==> config.mk <==
export PLATFORM = sky130hd
export DESIGN_NAME = seg_mux_n
export DESIGN_NICKNAME = d
export VERILOG_FILES = /design/src/rtl/seg_mux_n.sv
export SDC_FILE = /design/constraint.sdc
export NUM_CORES = 1
export LEC_CHECK = 0
export BUFFER_PORTS_ARGS = -buffer_cell sky130_fd_sc_hd__buf_2
export CORE_MARGIN = 2
export CORE_UTILIZATION = 35
export DETAILED_ROUTE_END_ITERATION = 10
export PLACE_DENSITY_LB_ADDON = 0.12
export SYNTH_ARGS = -nofsm -noshare
export SYNTH_HDL_FRONTEND = slang
export SYNTH_SLANG_ARGS = --single-unit
==> constraint.sdc <==
create_clock -name clk -period 7.75 [get_ports clk]
set_clock_uncertainty 0.15 [all_clocks]
set_input_delay 0.775 -clock clk [delete_from_list [all_inputs] [get_ports clk]]
set_output_delay 0.775 -clock clk [all_outputs]
set_load 0.1 [all_outputs]
==> src/rtl/seg_mux_n.sv <==
// N-digit time-multiplexed seven-segment driver with anti-ghost blanking and a
// frame-synchronous double buffer. Define SEG_MUX_BRIGHTNESS_EN for the PWM brightness gate.
module seg_mux_n #(
  parameter int unsigned CLK_IN         = 80_000_000,
  parameter int unsigned DIGIT_FREQ     = 1_000,
  parameter int unsigned DIGITS         = 4,
  parameter int unsigned BLANK_CYCLES   = 80,
  parameter bit          COMMON_ANODE   = 1'b1,
  parameter bit          SEL_ACTIVE_LOW = 1'b0
) (
  input  logic                  clk,
  input  logic                  rst_n,
  input  logic [7*DIGITS-1:0]   seg_in,
  input  logic [DIGITS-1:0]     dp_in,
  input  logic                  load,
  input  logic [3:0]            brightness,
  output logic [6:0]            seg_out,
  output logic                  dp_out,
  output logic [DIGITS-1:0]     dig_sel,
  output logic                  frame_start,
  output logic                  upd_pending
);

  localparam int unsigned DWELL = CLK_IN / DIGIT_FREQ;
  localparam int unsigned CNT_W = (DWELL > 2) ? $clog2(DWELL) : 1;
  localparam int unsigned IDX_W = (DIGITS > 2) ? $clog2(DIGITS) : 1;
  localparam logic [CNT_W-1:0]  CNT_LAST  = CNT_W'(DWELL - 1);
  localparam logic [CNT_W-1:0]  CNT_BLANK = CNT_W'(BLANK_CYCLES);
  localparam logic [IDX_W-1:0]  IDX_LAST  = IDX_W'(DIGITS - 1);
  localparam logic [6:0]        SEG_OFF   = {7{COMMON_ANODE}};
  localparam logic              DP_OFF    = COMMON_ANODE;
  localparam logic [DIGITS-1:0] SEL_OFF   = {DIGITS{SEL_ACTIVE_LOW}};
  localparam logic [DIGITS-1:0] SEL_ONE   = DIGITS'(1);

  // Every slot needs at least one active cycle after its blanking window.
  if (DIGITS < 2 || DWELL <= BLANK_CYCLES) begin : g_param_check
    $error("seg_mux_n: DIGITS must be >= 2 and DWELL must exceed BLANK_CYCLES");
  end

  logic [CNT_W-1:0]            cnt_q, cnt_d;
  logic [IDX_W-1:0]            idx_q, idx_d;
  logic [DIGITS-1:0][6:0]      disp_seg_q, disp_seg_d, pend_seg_q, pend_seg_d;
  logic [DIGITS-1:0]           disp_dp_q, disp_dp_d, pend_dp_q, pend_dp_d;
  logic                        pending_q, pending_d;
  logic [6:0]                  seg_q, seg_d;
  logic                        dp_q, dp_d;
  logic [DIGITS-1:0]           sel_q, sel_d;
  logic                        fs_q, fs_d;
  logic                        upd_q, upd_d;
  logic                        wrap_c, boundary_c, active_c, gate_c, lit_c;

  assign wrap_c     = (cnt_q == CNT_LAST);
  assign boundary_c = wrap_c && (idx_q == IDX_LAST);
  assign active_c   = (cnt_q >= CNT_BLANK);
  assign lit_c      = active_c && gate_c;

`ifdef SEG_MUX_BRIGHTNESS_EN
  // pwm restarts at the first active cycle so every slot sees the same duty pattern.
  logic [3:0] pwm_q, pwm_d, pwm_cur_c;
  assign pwm_cur_c = (cnt_q == CNT_BLANK) ? 4'd0 : pwm_q;
  assign gate_c    = (pwm_cur_c <= brightness);
  assign pwm_d     = active_c ? (pwm_cur_c + 4'd1) : pwm_q;

  always_ff @(posedge clk or negedge rst_n) begin
    if (!rst_n) pwm_q <= 4'd0;
    else        pwm_q <= pwm_d;
  end
`else
  logic unused_brightness;
  assign unused_brightness = ^brightness;
  assign gate_c            = 1'b1;
`endif

  // Slot sequencing, double buffer and output next-state.
  always_comb begin
    cnt_d      = cnt_q;
    idx_d      = idx_q;
    disp_seg_d = disp_seg_q;
    disp_dp_d  = disp_dp_q;
    pend_seg_d = pend_seg_q;
    pend_dp_d  = pend_dp_q;
    pending_d  = pending_q;

    if (wrap_c) begin
      cnt_d = '0;
      idx_d = (idx_q == IDX_LAST) ? '0 : idx_q + IDX_W'(1);
    end else begin
      cnt_d = cnt_q + CNT_W'(1);
    end

    // Swap first, then capture, so a boundary-cycle load lands in pending.
    if (boundary_c && pending_q) begin
      disp_seg_d = pend_seg_q;
      disp_dp_d  = pend_dp_q;
      pending_d  = 1'b0;
    end
    if (load) begin
      pend_seg_d = seg_in;
      pend_dp_d  = dp_in;
      pending_d  = 1'b1;
    end

    seg_d = (lit_c ? disp_seg_q[idx_q] : 7'h00) ^ SEG_OFF;
    dp_d  = (lit_c & disp_dp_q[idx_q]) ^ DP_OFF;
    sel_d = (lit_c ? (SEL_ONE << idx_q) : '0) ^ SEL_OFF;
    fs_d  = (cnt_q == '0) && (idx_q == '0);
    upd_d = pending_q;
  end

  always_ff @(posedge clk or negedge rst_n) begin
    if (!rst_n) begin
      cnt_q      <= '0;
      idx_q      <= '0;
      disp_seg_q <= '0;
      disp_dp_q  <= '0;
      pend_seg_q <= '0;
      pend_dp_q  <= '0;
      pending_q  <= 1'b0;
      seg_q      <= SEG_OFF;
      dp_q       <= DP_OFF;
      sel_q      <= SEL_OFF;
      fs_q       <= 1'b0;
      upd_q      <= 1'b0;
    end else begin
      cnt_q      <= cnt_d;
      idx_q      <= idx_d;
      disp_seg_q <= disp_seg_d;
      disp_dp_q  <= disp_dp_d;
      pend_seg_q <= pend_seg_d;
      pend_dp_q  <= pend_dp_d;
      pending_q  <= pending_d;
      seg_q      <= seg_d;
      dp_q       <= dp_d;
      sel_q      <= sel_d;
      fs_q       <= fs_d;
      upd_q      <= upd_d;
    end
  end

  assign seg_out     = seg_q;
  assign dp_out      = dp_q;
  assign dig_sel     = sel_q;
  assign frame_start = fs_q;
  assign upd_pending = upd_q;

endmodule

==> results of run 1 <==
==> placed cells by master, fill, tap and decap left out <==
master     netlist  final
dfrtp_1         90     90
buf_2            0     47
mux2_2          35     35
mux2_4          30     30
nand2_1         16     16
nor2_1          10     10
nand3_1          9      9
clkbuf_16        0      9
xor2_1           8      8
mux4_2           8      8
dfstp_2          8      8
inv_1            6      6
xnor2_1          6      6
ha_1             6      6
nand4_1          4      4
nor3_1           4      4
and3_1           3      3
nor4_1           3      3
o21ai_0          3      3
and2_1           3      3
and4_1           2      2
or4_4            2      2
or3_2            2      2
clkinv_2         0      2
clkbuf_8         0      2
clkinv_4         0      2
buf_4            0      2
or2_2            1      1
nand4bb_1        1      1
and2_2           1      1
or4_1            1      1
a21oi_1          1      1
nor4b_1          1      1
mux2i_1          1      1
nor2_8           1      1
nand2b_1         1      1
clkbuf_1         9      1
==> stage by stage <==
stage	cell area [um^2]	util
6_report	4822	0.4065
5_1_grt	4822	0.4065
4_1_cts	4822	0.4065
3_5_place_dp	4538	0.3826
3_3_place_gp	4538	0.3826
2_1_floorplan	4209	-
==> kinds of logic after synthesis <==
| family | Yosys count |
|---|---|
| AO/OA/AOI/OAI | 4 |
| XOR/XNOR | 14 |
| adder cells (fa/ha/maj) | 6 |
| buffers and inverters | 19 |
| flip-flops | 98 |
| multiplexers | 74 |
| AND/OR/NAND/NOR | 65 |
==> per-layer routing <==
layer	part of all wire	global-route usage	vias up	wire, um
li1	-	-	1074	-
met1	0.47	0.1753	1165	3497
met2	0.47	0.1888	42	3495
met3	0.050	0.06111	6	374
met4	0.012	0.03659	0	93
met5	0	0	-	0
==> worst paths after layout <==
check                                      start                          to  slack (ns)  cells past startpoint
max                           cnt_q[7]$_DFF_PN0_  disp_seg_q[27]$_DFFE_PN0P_        4.80                      4
min                                        rst_n  pend_seg_q[22]$_DFFE_PN0P_        0.15                      1
max reg2reg                   cnt_q[7]$_DFF_PN0_  disp_seg_q[27]$_DFFE_PN0P_        4.80                      4
min reg2reg                pending_q$_DFFE_PN0P_       upd_pending$_DFF_PN0_        0.29                      0
max in group asynchronous                  rst_n   pend_seg_q[4]$_DFFE_PN0P_        6.05                      2
min in group clk           pending_q$_DFFE_PN0P_       upd_pending$_DFF_PN0_        0.29                      0
==> state kept, by name (all words and copies together), names as in the netlist <==
name	count
disp_dp_q	4
pend_dp_q	4
pend_seg_q	28
frame_start	1
cnt_q	17
pending_q	1
idx_q	2
upd_pending	1
disp_seg_q	28
dp_out	1
seg_out	7
dig_sel	4
==> report_power, final <==
part	total, W	internal [W]	switching [W]
clock	0.000422	0.000235	0.000187
sequential	0.000537	0.000528	0.00000846
combinational	0.0000406	0.0000217	0.0000188
==> final cells by class <==
| class | count | area (um^2) |
|---|---|---|
| fill | 1128 | 7039 |
| clock inverter | 4 | 27.53 |
| timing repair buffer | 49 | 250.2 |
| tap | 147 | 183.9 |
| sequential | 98 | 2462 |
| clock buffer | 12 | 256.5 |
| multi-input combinational | 163 | 1619 |
| inverter | 6 | 22.52 |
==> worst register-to-register path, cell delays in order, from the launching register on <==
cell     delay [ns]
dfrtp_1        0.44
or4_4          0.57
or4_4          0.61
nor2_8         0.66
mux2_2         0.41
==> summary.md, run 1 <==
| Metric | Value |
|---|---|
| Status | `finished, final reports clean` |
| Routability congestion estimate | `0.7042` |
| Total number of vias | `2287` |
| Crit. End Element | `flip-flop` |
| Post-CTS Setup Bufs | `0` |
| Max-slew violation count | `0` |
| WL final | `7460 um` |
| Overall routing resource usage | `0.1300` |
| First-pass DRT Iterations | `4` |
| Hold Crit Class | `in2async` |
| Ys async rst share | `1.000` |
| Fin Hold WS | `0.1487 ns` |
| Largest family of logic cells by synthesized area | `multiplexers` |
| CP bufs+invs | `0` |
| Htree depth | `3` |
| Peak VDD IR | `0.1325 mV` |
| Post-synth top cells | `dfrtp_1, mux2_2, mux2_4, nand2_1, nor2_1` |
| Crit-path slowest cell | `nor2_8` |
| Starting Density | `0.3549` |
| Largest net degree at the start of global routing | `79` |
| Clock root buffer | `clkbuf_16` |
| Vias in the first global route | `2368` |
| Minimum clock period | `2.951 ns` |
| Synth Area in XOR/XNOR | `0.02913` |
| Initial antenna violation count | `0` |
| Adder-Cell Fraction of Synth Area | `0.01784` |
| CTS tree | `built` |
| Core area | `11860 um^2` |
| Top delay family on crit path | `simple AND/OR/NAND/NOR gates` |
| Synth Register Bits | `just under 100` |
| Area contributors post-synth | `dfrtp_1, mux2_4, mux2_2, dfstp_2, mux4_2` |
| Syn Area/Cell | `15.03 um^2` |
| Antenna cells | `0` |
| Area Growth Syn to Fin | `14.57%` |
| Row Count | `40` |
| Final setup violation count | `0` |
| Final worst-path cycle share | `0.3808` |
| Worst-Skew Late Latency | `0.34 ns` |
| Die W | `between 100 and 150 um` |
| Synth Area in Compound Gates | `0.004756` |
| Leakage | `2.206 nW` |
| CP Cell Sequence | `or4_4 > or4_4 > nor2_8 > mux2_2` |
| Endpoints failing hold | `0` |
| Layout cells sized above 1 | `0.4578` |
| Post-synth EDFFs | `0` |
| Slew headroom | `0.3518` |
| Critical path type | `reg2reg` |
| IO Pins | `53` |
| Hold_buf cts | `0` |
| Max cap viols | `0` |
| Least-Margin Pin Slew | `0.9649 ns` |
| Worst Setup Start Kind | `flip-flop` |
| Mux contribution to synthesized area | `0.2458` |
| Final std cells w/o fill | `479` |
| Die H | `between 100 and 150 um` |
| Per-cell routed wire length | `15.57 um` |
| Post-CTS Resized | `0` |
| Most frequent cell after synthesis | `dfrtp_1` |
| Global-route wire length before repair | `12510 um` |
| Cell Area, Synth | `4209 um^2` |
| Synthesis Warnings | `0` |
| DP Wirelength | `about 4700 um` |
| Post-Synth Simple-Gate Area | `0.08710` |
| Setup TNS Final | `0 ns` |
| CP Max Fanout | `32` |
| Vias/cell | `4.775` |
| PwrDens | `207.3 nW/um^2` |
| TritonCTS Buffers | `9` |
| CTS Sinks | `98` |
| Post-synthesis sequential area ratio | `0.5850` |
| Iter 0 DRT Violations | `95` |
| Number of nets in the layout | `roughly 370` |
| Unique masters post-synth | `33` |
| Yosys top cell area share | `0.5351` |
| Ys flop type | `dfrtp_1` |
| Die Footprint | `12920 um^2` |
| Largest area contributor in the netlist | `dfrtp_1` |
| Pre-CTS WS | `4.784 ns` |
| Critical path data required time | `7.83 ns` |
| RSZ-0062 raised after global routing | `false` |
| DR DRC count | `0` |
| Overall power | `0.0009994 W` |
| CTS clk-pin slew, worst paths | `0.07 ns` |
| Worst path most repeated cell | `or4_4` |
| Arrival @ worst endpoint | `3.03 ns` |
| Highest Clock Rate | `338.9 MHz` |
| Placed cell count | `463` |
| Crit path largest cell delay | `about 0.66 ns` |
| Grt ovf | `0` |
| Clk buf depth | `2` |
| Post-synthesis net count | `325` |
| Gate Count Post-Synth | `280` |
| Setup slack after layout | `4.799 ns` |
| Antenna viol nets, final | `0` |
| Port Buffer Count | `48` |
Power figures use the tool's default switching activity.
==> run 2, diff against run 1 <==
clock period = 3.1 ns   (was 7.75 ns; I/O delays follow)
==> run 2 against run 1 <==
Against the previous run: sequential cell count did not move; fmax rose by 12%; clock power grew to 2.7 times the previous value; die area is the same; register-to-register slack got worse by 4.3 ns; utilization increased by 0.80 points; sequential power grew 150%; critical path depth increased by 1; clock-buffer cell count stayed put; cell count grew 1.7%.
==> summary.md, run 2 (same netlist as run 1, synthesis figures left out) <==
| Metric | Value |
|---|---|
| Status | `finished, final reports clean (unchanged)` |
| Starting Density | `0.3549 (unchanged)` |
| Area Growth Syn to Fin | `16.83% (was 14.57%)` |
| Die W | `113.7 um (unchanged)` |
| RSZ-0062 raised after global routing | `false (unchanged)` |
| Setup TNS Final | `0 ns (unchanged)` |
| Largest net degree at the start of global routing | `53 (was 79)` |
| Antenna viol nets, final | `0 (unchanged)` |
| Iter 0 DRT Violations | `76 (was 95)` |
| Arrival @ worst endpoint | `2.72 ns (was 3.03 ns)` |
| CP Max Fanout | `12 (was 32)` |
| Most frequent cells in the layout | `dfrtp_1, buf_2, mux2_2, mux2_4, nand2_1 (unchanged)` |
| Htree depth | `3 (unchanged)` |
| Worst Setup Start Kind | `flip-flop (unchanged)` |
| Max cap viols | `0 (unchanged)` |
| Critical path data required time | `3.18 ns (was 7.83 ns)` |
| Total number of vias | `2314 (was 2287)` |
| Die Footprint | `12920 um^2 (unchanged)` |
| Hold Crit Class | `in2reg (was in2async)` |
| Per-cell routed wire length | `15.12 um (was 15.57 um)` |
| WL final | `7362 um (was 7460 um)` |
| Vias/cell | `4.752 (was 4.775)` |
| CTS clk-pin slew, worst paths | `0.07 ns (about the same)` |
| Endpoints failing hold | `0 (unchanged)` |
| Slew headroom | `0.4798 (was 0.3518)` |
| Placement Cell Area | `4611 um^2 (was 4538 um^2)` |
| Routability congestion estimate | `0.7352 (was 0.7042)` |
| Leakage | `2.261 nW (was 2.206 nW)` |
| Peak VDD IR | `0.2485 mV (was 0.1325 mV)` |
| Vias in the first global route | `2320 (was 2368)` |
| Least-Margin Pin Slew | `0.7803 ns (was 0.9649 ns)` |
| Grt ovf | `0 (unchanged)` |
| Initial antenna violation count | `0 (unchanged)` |
| DR DRC count | `0 (unchanged)` |
| Worst-Skew Late Latency | `0.34 ns (about the same)` |
| Minimum clock period | `2.641 ns (was 2.951 ns)` |
| First-pass DRT Iterations | `4 (unchanged)` |
| Die H | `113.7 um (unchanged)` |
| Filler cells | `1108 (was 1128)` |
| Port Buffer Count | `48 (unchanged)` |
| Crit. End Element | `flip-flop (unchanged)` |
| CTS tree | `built (unchanged)` |
| Post-CTS Resized | `0 (unchanged)` |
| Post-CTS Setup Bufs | `0 (unchanged)` |
| Highest Clock Rate | `378.7 MHz (was 338.9 MHz)` |
| IO Pins | `53 (unchanged)` |
| Overall routing resource usage | `0.1249 (was 0.1300)` |
| CTS Sinks | `98 (unchanged)` |
| DP Wirelength | `4898 um (was 4725 um)` |
| PwrDens | `520.7 nW/um^2 (was 207.3 nW/um^2)` |
| Final instance area | `4917 um^2 (was 4822 um^2)` |
| Number of nets in the layout | `381 (was 372)` |
| Core area | `11860 um^2 (unchanged)` |
| Clk buf depth | `2 (unchanged)` |
| Row Count | `40 (unchanged)` |
| Antenna cells | `0 (unchanged)` |
| Reg2reg setup slack | `0.46 ns (was 4.80 ns)` |
| Hold_buf cts | `1 (was 0)` |
| Largest regs | `disp_seg_q (28), pend_seg_q (28), cnt_q (17) (unchanged)` |
| Final setup violation count | `0 (unchanged)` |
| Layout cells sized above 1 | `0.4676 (was 0.4578)` |
| Final worst-path cycle share | `0.8518 (was 0.3808)` |
| Commonest non-fill, non-tap cell in the layout | `dfrtp_1 (unchanged)` |
| Global-route wire length before repair | `12170 um (was 12510 um)` |
| Post-Route Utilization | `0.4146 (was 0.4065)` |
| Critical path type | `reg2reg (unchanged)` |
| TritonCTS Buffers | `9 (unchanged)` |
| Clock root buffer | `clkbuf_16 (unchanged)` |
| Max-slew violation count | `0 (unchanged)` |
-- run 2: cell count changes in the layout (fill, tap and decap cells not counted) --
| cell | delta |
|---|---|
| buf_4 | +7 |
| clkinv_4 | -2 |
| buf_12 | +1 |
| bufinv_16 | +1 |
| dlygate4sd3_1 | +1 |
-- run 2: worst max-delay path, cell delays in order, from the launching register on --
cell,delay [ns]
dfrtp_1,0.44
or4_4,0.57
or4_4,0.61
nor2_8,0.15
buf_4,0.26
mux2_2,0.36
-- run 2: final timing paths --
| kind | from | to | cells past startpoint |
|---|---|---|---|
| setup / recovery | cnt_q[7]$_DFF_PN0_ | disp_dp_q[3]$_DFFE_PN0P_ | 5 |
| hold / removal | seg_in[17] | pend_seg_q[17]$_DFFE_PN0P_ | 2 |
| setup reg to reg | cnt_q[7]$_DFF_PN0_ | disp_dp_q[3]$_DFFE_PN0P_ | 5 |
| hold reg to reg | pending_q$_DFFE_PN0P_ | upd_pending$_DFF_PN0_ | 0 |
| max in group asynchronous | rst_n | seg_out[6]$_DFF_PN1_ | 3 |
| min in group asynchronous | rst_n | pend_seg_q[5]$_DFFE_PN0P_ | 2 |
-- run 2: cell type report --
cell class                 instances  area (um^2)  share of cell area
multi-input combinational        163         1619              0.3293
clock buffer                      12        256.5             0.05216
sequential                        98         2462              0.5008
tap                              147        183.9             0.03740
timing repair buffer              58        332.8             0.06768
inverter                           6        22.52            0.004580
clock inverter                     3        40.04            0.008142
-- run 2: power breakdown --
group          switching, W  internal (W)
clock              0.000453      0.000662
combinational     0.0000476     0.0000560
sequential        0.0000207       0.00132
-- run 2: metrics by stage --
stage	std cells	setup WS, ns	hold WS (ns)	power [W]
4_1_cts	487	0.4480	0.02580	0.002613
3_3_place_gp	471	0.4594	0.2423	0.001472
3_5_place_dp	471	0.4649	0.2357	0.001474
2_1_floorplan	280	0.5938	-0.1356	0.001411
5_1_grt	487	0.3834	0.03117	0.002691
6_report	487	0.4593	0.04223	0.002561
-- run 2: per-layer routing --
layer	share of wire	GRT usage	routed length (um)	vias up
met5	0	0	0	-
met3	0.031	0.03135	225	9
met2	0.46	0.1892	3398	37
met4	0.018	0.06341	135	0
li1	-	-	-	1092
met1	0.49	0.1671	3602	1176
